$ cat src/rtl/serial_twos_complementer_pkg.sv
// Shared types and constants for the bit-serial two's-complement negate/abs unit.
package twos_pkg;

    typedef enum logic [1:0] {
        IDLE  = 2'd0,
        SHIFT = 2'd1,
        DONE  = 2'd2
    } state_t;

    localparam logic MODE_NEG = 1'b0;
    localparam logic MODE_ABS = 1'b1;

    // Negate always inverts above the first 1; abs only does so for negative operands.
    function automatic logic invert_enable(input logic mode, input logic msb);
        return (mode == MODE_NEG) | ((mode == MODE_ABS) & msb);
    endfunction

endpackage

$ cat src/rtl/serial_twos_complementer_if.sv
// Operand/result handshake bundle for serial_twos_complementer.
interface serial_twos_complementer_if #(
    parameter int unsigned WIDTH = 8
);
    logic             In_valid;
    logic             In_ready;
    logic [WIDTH-1:0] In;
    logic             Mode;
    logic             Out_valid;
    logic             Out_ready;
    logic [WIDTH-1:0] Out;
    logic             Ovf;

    modport master (
        output In_valid, In, Mode, Out_ready,
        input  In_ready, Out_valid, Out, Ovf
    );

    modport slave (
        input  In_valid, In, Mode, Out_ready,
        output In_ready, Out_valid, Out, Ovf
    );
endinterface

$ cat src/rtl/serial_twos_complementer_bit_cell.sv
// One bit of the serial complement: copy up to and including the first 1, invert afterwards.
module twos_bit_cell (
    input  logic i_bit_in,
    input  logic i_seen_one,
    input  logic i_invert_en,
    output logic o_bit_out_c,
    output logic o_seen_one_next_c
);

    assign o_bit_out_c       = i_bit_in ^ (i_invert_en & i_seen_one);
    assign o_seen_one_next_c = i_seen_one | i_bit_in;

endmodule

$ cat src/rtl/serial_twos_complementer.sv
// Bit-serial two's-complement negate / absolute value, LSB first, one bit per clock.
// Define TWOS_SAT_EN to saturate the overflow case to max positive instead of wrapping.
module serial_twos_complementer
    import twos_pkg::*;
#(
    parameter int unsigned WIDTH = 8
) (
    input logic                       clk,
    input logic                       rst,
    serial_twos_complementer_if.slave bus
);

    localparam int unsigned       CNT_W    = $clog2(WIDTH + 1);
    localparam logic [CNT_W-1:0]  LAST_BIT = CNT_W'(WIDTH - 1);
`ifdef TWOS_SAT_EN
    localparam logic [WIDTH-1:0]  SAT_MAX  = {1'b0, {(WIDTH-1){1'b1}}};
`endif

    state_t           r_state;
    logic [WIDTH-1:0] r_shift;
    logic [WIDTH-1:0] r_out;
    logic [CNT_W-1:0] r_cnt;
    logic             r_seen_one;
    logic             r_mode;
    logic             r_msb;
    logic             r_in_ready;
    logic             r_out_valid;
    logic             r_ovf;

    logic             w_invert_en;
    logic             w_bit_out;
    logic             w_seen_one_next;
    logic             w_last_ovf;
    logic [WIDTH-1:0] w_result;

    assign w_invert_en = invert_enable(r_mode, r_msb);

    twos_bit_cell u_bit_cell (
        .i_bit_in          (r_shift[0]),
        .i_seen_one        (r_seen_one),
        .i_invert_en       (w_invert_en),
        .o_bit_out_c       (w_bit_out),
        .o_seen_one_next_c (w_seen_one_next)
    );

    // Result bits enter at the top so the finished word lands LSB-aligned.
    assign w_result   = {w_bit_out, r_shift[WIDTH-1:1]};
    // On the final bit: a set MSB with no earlier 1 means the operand was 100..0.
    assign w_last_ovf = w_invert_en & r_msb & ~r_seen_one;

    always_ff @(posedge clk or posedge rst) begin
        if (rst) begin
            r_state     <= IDLE;
            r_shift     <= '0;
            r_out       <= '0;
            r_cnt       <= '0;
            r_seen_one  <= 1'b0;
            r_mode      <= MODE_NEG;
            r_msb       <= 1'b0;
            r_in_ready  <= 1'b1;
            r_out_valid <= 1'b0;
            r_ovf       <= 1'b0;
        end else begin
            case (r_state)
                IDLE: begin
                    if (bus.In_valid && r_in_ready) begin
                        r_shift    <= bus.In;
                        r_mode     <= bus.Mode;
                        r_msb      <= bus.In[WIDTH-1];
                        r_cnt      <= '0;
                        r_seen_one <= 1'b0;
                        r_in_ready <= 1'b0;
                        r_state    <= SHIFT;
                    end
                end
                SHIFT: begin
                    r_shift    <= w_result;
                    r_seen_one <= w_seen_one_next;
                    r_cnt      <= r_cnt + CNT_W'(1);
                    if (r_cnt == LAST_BIT) begin
                        r_state     <= DONE;
                        r_out_valid <= 1'b1;
                        r_ovf       <= w_last_ovf;
`ifdef TWOS_SAT_EN
                        r_out       <= w_last_ovf ? SAT_MAX : w_result;
`else
                        r_out       <= w_result;
`endif
                    end
                end
                DONE: begin
                    if (bus.Out_ready) begin
                        r_out_valid <= 1'b0;
                        r_in_ready  <= 1'b1;
                        r_state     <= IDLE;
                    end
                end
                default: begin
                    r_state <= IDLE;
                end
            endcase
        end
    end

    assign bus.In_ready  = r_in_ready;
    assign bus.Out_valid = r_out_valid;
    assign bus.Out       = r_out;
    assign bus.Ovf       = r_ovf;

endmodule

$ cat src/flat_wrapper.sv
// flat-port wrapper written by rule: the top's interface ports become plain ports
module serial_twos_complementer_flat import twos_pkg::*;
#(
    parameter int unsigned WIDTH = 8
)
  (clk, rst, bus_In_valid, bus_In, bus_Mode, bus_Out_ready, bus_In_ready, bus_Out_valid, bus_Out, bus_Ovf);
  serial_twos_complementer_if #(.WIDTH(WIDTH)) bus_i ();
  input logic clk;
  input logic rst;
  input wire logic [$bits(bus_i.In_valid)-1:0] bus_In_valid;
  input wire logic [$bits(bus_i.In)-1:0] bus_In;
  input wire logic [$bits(bus_i.Mode)-1:0] bus_Mode;
  input wire logic [$bits(bus_i.Out_ready)-1:0] bus_Out_ready;
  output wire logic [$bits(bus_i.In_ready)-1:0] bus_In_ready;
  output wire logic [$bits(bus_i.Out_valid)-1:0] bus_Out_valid;
  output wire logic [$bits(bus_i.Out)-1:0] bus_Out;
  output wire logic [$bits(bus_i.Ovf)-1:0] bus_Ovf;
  assign bus_i.In_valid = bus_In_valid;
  assign bus_i.In = bus_In;
  assign bus_i.Mode = bus_Mode;
  assign bus_i.Out_ready = bus_Out_ready;
  assign bus_In_ready = bus_i.In_ready;
  assign bus_Out_valid = bus_i.Out_valid;
  assign bus_Out = bus_i.Out;
  assign bus_Ovf = bus_i.Ovf;
  serial_twos_complementer #(.WIDTH(WIDTH)) u_core (.clk(clk), .rst(rst), .bus(bus_i));
endmodule
$ cat config.mk
export PLATFORM = sky130hd
export DESIGN_NAME = serial_twos_complementer_flat
export DESIGN_NICKNAME = d
export VERILOG_FILES = /design/src/rtl/serial_twos_complementer_pkg.sv /design/src/rtl/serial_twos_complementer_if.sv /design/src/rtl/serial_twos_complementer_bit_cell.sv /design/src/rtl/serial_twos_complementer.sv /design/src/flat_wrapper.sv
export SDC_FILE = /design/constraint.sdc
export NUM_CORES = 1
export LEC_CHECK = 0
export CORE_ASPECT_RATIO = 1.4
export CORE_UTILIZATION = 55
export CTS_BUF_LIST = sky130_fd_sc_hd__clkbuf_4 sky130_fd_sc_hd__clkbuf_8
export CTS_CLUSTER_SIZE = 24
export DETAILED_ROUTE_END_ITERATION = 10
export HOLD_SLACK_MARGIN = 0.06
export PLACE_DENSITY = 0.85
export SYNTH_ARGS = -nofsm -noshare
export SYNTH_HDL_FRONTEND = slang
export SYNTH_SLANG_ARGS = --single-unit
$ cat constraint.sdc
create_clock -name clk -period 4.61 [get_ports clk]
set_input_delay 0.461 -clock clk [delete_from_list [all_inputs] [get_ports clk]]
set_output_delay 0.461 -clock clk [all_outputs]
set_load 0.005 [all_outputs]
# [Word level (Yosys, flattened, before mapping)]
# Index checks and enable logic that the tools add are counted.
[word_totals] reg_bits=28 out_inout_bits=11 input_bits=13
[op_classes] n_eq_ne=6 bitwise=9 reduce_logical=11 add_sub_neg=1 mux=15
[op_table] operator="8-bit case mux with 2 select lines" n=1
[op_table] operator="3-bit AND reduction" n=3
[op_table] operator="8-bit 2-to-1 mux" n=1
[op_table] operator="4-bit case mux with 2 select lines" n=1
[op_table] operator="2-bit 2-to-1 mux" n=3
[op_table] operator="1-bit case mux with 2 select lines" n=3
[op_table] operator="2-bit case mux with 3 select lines" n=1
[op_table] operator="2-bit AND reduction" n=3
[op_table] operator="2-bit nonzero test" n=3
[op_table] operator="4-bit by 1-bit adder with 4-bit output (second input constant)" n=1
[op_table] operator="1-bit AND" n=4
[op_table] operator="4-bit by 3-bit == test with 1-bit output (second input constant)" n=1
[op_table] operator="1-bit 2-to-1 mux" n=4
[op_table] operator="4-bit 2-to-1 mux" n=1
[op_table] operator="2-bit by 1-bit != test with 1-bit output (second input constant)" n=2
[op_table] operator="2-bit by 1-bit == test with 1-bit output (second input constant)" n=1
[op_table] operator="2-bit == test (second input constant)" n=1
[op_table] operator="2-bit logical NOT" n=1
[op_table] operator="2-bit != test (second input constant)" n=1
[op_table] operator="1-bit NOT" n=2
[op_table] operator="1-bit OR" n=2
[op_table] operator="1-bit logical AND" n=1
[op_table] operator="1-bit XOR" n=1

# [Longest topological paths before layout]
[depth] ltp_word=5 ltp_mapped=6

# [Hierarchy]
# Synthesis repeated with hierarchy kept, for this count alone.
[unflattened] hier_cells=106 hier_area_um2=1196.1
[by_module_without_submodules] module="serial_twos_complementer" seq_area_each_um2=701.9 cells_per_inst=103 instances=1 area_per_inst_um2=1177.4
[by_module_without_submodules] module="twos_bit_cell" seq_area_each_um2=0.0 cells_per_inst=3 instances=1 area_per_inst_um2=18.8

# [Worst setup path after synthesis]
# OpenSTA, ideal clock, no wires.
[synth_path] kind="register to register" from="reg u_core.r_state[1]" to="reg u_core.r_out[0] (netlist: u_core.bus.Out[0])" stages_incl_launch_ff=6 t_required_ps=4485 setup_slack_ps=3117 setup_ps=125 arrival_ps=1368 n_path_buf=2 path_cell_list="dfrtp_1 > nand2b_1 > buf_6 > nor3_4 > buf_6 > mux2_4"
[synth_via] elab_chain_cells=2
[synth_rtl] item="start: declaration" line_no="serial_twos_complementer.sv:19" text="state_t r_state;"
[synth_rtl] item="start signal: assignment" line_no="serial_twos_complementer.sv:53" text="r_state <= IDLE;"
[synth_rtl] item="start signal: assignment" line_no="serial_twos_complementer.sv:73" text="r_state <= SHIFT;"
[synth_rtl] item="start signal: assignment" line_no="serial_twos_complementer.sv:81" text="r_state <= DONE;"
[synth_rtl] item="2-bit by 1-bit == test with 1-bit output" line_no="serial_twos_complementer.sv:64" text="case (r_state)"
[synth_rtl] item="2-bit AND reduction (no source line)"
[synth_rtl] item="end signal: assignment" line_no="serial_twos_complementer.sv:87" text="r_out <= w_result;"
[synth_rtl] item="end: declaration" line_no="serial_twos_complementer.sv:21" text="logic [WIDTH-1:0] r_out;"
# Every way passes these cells.
# A chain may end at the register's enable or synchronous reset.

# [Worst setup path in the final report]
[layout_path] from="reg u_core.r_state[1]" to="reg u_core.r_out[5] (netlist: u_core.bus.Out[5])"
# The elaborated chain is that of the path after synthesis.

==> flow_summary_export.csv <==
group,metric,value,unit
synth,dominant_cell_type_by_area_after_synthesis,"sky130_fd_sc_hd__dfrtp_1",
detailed_routing,wl_per_cell,14.6,um
synth,postSynth.topFlopCell,"sky130_fd_sc_hd__dfrtp_1",
sta,worst_clock_skew,0.00458,ns
hold_path,timing.hold.worst_endpoint,"u_core.bus.Out_valid",
critical_path,required,4.84,ns
power,p_seq_share,48.2,%
power,clockPowerShare,18.4,%
critical_path,critical_path_class,"reg -> reg",
run_status,outcome,"complete, no violations",
final_layout,final_util,73.7,%
global_route,grt_antenna_before_repair,0,
placement,gp_routability_congestion,0.762,
detailed_routing,detail_route.vias_per_cell,5.90,
sta,tightest_slew,1.00,ns
floorplanning,effective_utilization_at_floorplan,59.9,%
synth,synth.cell_area,1200,um^2
global_route,grt_pass1_vias,892,
clock_network,cts_max_path_buffers,2,
placement,dp_hpwl,1.57,mm
final_layout,nets,146,
final_layout,layout-drive-gt1-share,9.92,%
power,total_leakage_power,0.664,nW
run,timing.max_cap.violations,0,
critical_path,crit_start,"u_core.r_state[1]",
power,powerDensity,585,nW/um^2
sta,finalMaxSlewViolations,0,
detailed_routing,initialDrtViolationCount,15,
final_layout,antennaDiodeCount,0,
placement,io_buffers,23,
final_layout,multi_input_area,447,um^2
detailed_routing,remaining_drc_errors,0,
floorplanning,ios,24,
synth,synthCells,108,
detailed_routing,drt_wl_total,2.23,mm
synth,yosysUniqueCellTypes,26,
clock_network,cts_tree,"done",
sta,max-slew-margin-rel,33.1,%
global_route,grt_overflow_total,0,
critical_path,rrSetupSlack,2.49,ns
critical_path,cp_max_fo,16,
sta,timing.final.ws_setup,2.49,ns
sta,rsz0062_at_grt,"no",
critical_path,worstPathArrival,2.35,ns
synth,ys.warnings.count,0,
sta,setup_viol,0,
power,combinationalPowerShare,33.3,%
synth,netlist_top_cells_area,"sky130_fd_sc_hd__dfrtp_1 (56%), sky130_fd_sc_hd__nor2_1 (5.3%), sky130_fd_sc_hd__mux2_4 (5.0%)",
global_route,grt_pass1_wl,3.88,mm
final_layout,sequential_cell_area,702,um^2
clock_network,htree_num_levels,1,
final_layout,post_route_cell_area,1470,um^2
floorplanning,fp.dieW,41.4,um
clock_network,number_of_setup_buffers_added_after_cts,0,
clock_network,cts-buffers-inserted,3,
clock_network,clock-sinks,28,
floorplanning,floorplan.core_area,2000,um^2
clock_network,cts_hold_repair.buffers,0,
sta,hold_violations,0,
detailed_routing,1st_pass_router_iterations,4,
clock_network,cts_root_buffer,"sky130_fd_sc_hd__clkbuf_4",
power,netSwitchingFraction,32.0,%
sta,timing.final.crit_period,2.12,ns
power,cellInternalPower,0.586,mW
sta,finalCritPeriodShare,46.1,%
detailed_routing,overall_via_count_from_detail_route,897,
floorplanning,row_count,19,
synth,async_reset_ff_share,100,%
floorplanning,die_y,57.2,um
synth,synth.yosys.seq_area_share,58.7,%
synth,mappedNetlistNets,122,
final_layout,fillers,139,
hold_path,hold-path-cell-count,1,
synth,post_synth_most_frequent_cells,"sky130_fd_sc_hd__dfrtp_1 (27), sky130_fd_sc_hd__nor2_1 (17), sky130_fd_sc_hd__nand2_1 (11), sky130_fd_sc_hd__o21ai_0 (9), sky130_fd_sc_hd__o22ai_1 (7)",
critical_path,r2r-end,"u_core.bus.Out[5]",
hold_path,hold_path.startpoint,"u_core.bus.Out_valid",
power,peakVddDrop,0.411,mV
synth,yosysTopAreaCellShare,56.5,%
placement,cell_area_placed,1420,um^2
synth,synth_most_common_cell,"sky130_fd_sc_hd__dfrtp_1",
critical_path,r2r_start,"u_core.r_state[1]",
clock_network,clkLatencyLatePin,0.33,ns
synth,yosys_reg_bits,28,
final_layout,syn_to_final_growth,23.1,%
synth,synth-edff-count,0,
clock_network,worst_setup_hold_path_clk_slew,0.15,ns
placement,pre_cts_slack,2.30,ns
hold_path,min_path_type,"reg -> reg",
detailed_routing,drtAntennaViolNets,0,
critical_path,timing.critical_path.from_type,"register",
power,power.switching,0.276,mW
critical_path,worst-r2r-cell-count,3,
sta,totalNegativeSetupSlack,0,ns
sta,fmax,471,MHz
global_route,global_route.usage.total,21.5,%
global_route,maximum_number_of_pins_on_one_net_before_global_route_repair,29,
synth,synth_area_per_cell,11.1,um^2
floorplanning,die_area,2370,um^2
power,total_power,0.862,mW
clock_network,post_cts_resized,0,
critical_path,critPathCaptureType,"register",
==> critical path, cell delays in order (launching register included) <==
cell and delay (ns):
sky130_fd_sc_hd__dfrtp_1 0.47, sky130_fd_sc_hd__nand2b_1 0.45, sky130_fd_sc_hd__nor3_4 0.70, sky130_fd_sc_hd__mux2_2 0.40
==> cell families (layout without fill, tap and decap cells) <==
kind of cell	count (synthesis)	after routing	synth area share [%]
and+or+nand+nor	41	41	16.9
buffers and inverters	8	31	3.97
DFF	28	28	58.7
muxes	7	7	7.85
xor gates and xnor gates	1	1	0.732
adders and majority gates	1	1	1.05
AOI/OAI and AO/OA	22	22	10.8
==> power by group through the flow <==
stage | registers, mW | clock network, mW | logic (mW)
detailed placement | 0.418 | 0 | 0.287
finish | 0.415 | 0.159 | 0.287
floorplan | 0.405 | 0 | 0.189
global route | 0.427 | 0.168 | 0.321
global placement | 0.412 | 0 | 0.274
CTS | 0.414 | 0.161 | 0.289
==> sequential cells by signal, indices dropped and copies added, names as in the netlist <==
| register | flops |
|---|---|
| u_core.r_mode | 1 |
| u_core.bus.Ovf | 1 |
| u_core.r_msb | 1 |
| u_core.bus.Out_valid | 1 |
| u_core.r_state | 2 |
| u_core.r_seen_one | 1 |
| u_core.bus.In_ready | 1 |
| u_core.r_shift | 8 |
| u_core.r_cnt | 4 |
| u_core.bus.Out | 8 |
==> area by class of cell <==
cell class                      count  area share, %
Sequential cell                    28           47.7
Multi-Input combinational cell     72           30.3
Timing Repair Buffer               23           15.6
Clock inverter                      1           2.04
Tap cell                           21           1.78
Clock buffer                        3           1.53
Inverter                            4           1.02
==> stage by stage <==
step | hold slack (ns) | std cells
after floorplan | 0.463 | 108
after global placement | 0.464 | 148
after detailed placement | 0.483 | 148
after CTS | 0.514 | 152
after global routing | 0.548 | 152
final | 0.515 | 152
==> cell usage in the layout (no fill, tap or decap), types with 2 or more instances in the layout <==
| cell type | n |
|---|---|
| sky130_fd_sc_hd__dfrtp_1 | 27 |
| sky130_fd_sc_hd__clkdlybuf4s50_1 | 23 |
| sky130_fd_sc_hd__nor2_1 | 17 |
| sky130_fd_sc_hd__nand2_1 | 11 |
| sky130_fd_sc_hd__o21ai_0 | 9 |
| sky130_fd_sc_hd__o22ai_1 | 7 |
| sky130_fd_sc_hd__nand3_1 | 4 |
| sky130_fd_sc_hd__inv_1 | 4 |
| sky130_fd_sc_hd__mux2_4 | 4 |
| sky130_fd_sc_hd__a21o_1 | 3 |
| sky130_fd_sc_hd__mux2_2 | 3 |
| sky130_fd_sc_hd__clkbuf_4 | 3 |
| sky130_fd_sc_hd__a21oi_1 | 2 |
==> per-layer routing <==
layer  GRT usage (%)  part of all wire, %
met1            25.7                   42
met2            37.3                   51
met3            3.16                  4.0
met4            11.5                  2.8
met5               0                    0
==> worst max-delay path by stage <==
stage / to / slack [ns]
floorplan: u_core.bus.Out[0] / 3.12
global placement: u_core.r_cnt[2] / 2.38
detailed placement: u_core.r_cnt[2] / 2.30
CTS: u_core.bus.Out[5] / 2.49
global route: u_core.bus.Out[4] / 2.37
finish: u_core.bus.Out[5] / 2.49
No activity file was read; power rests on OpenSTA's default activity.
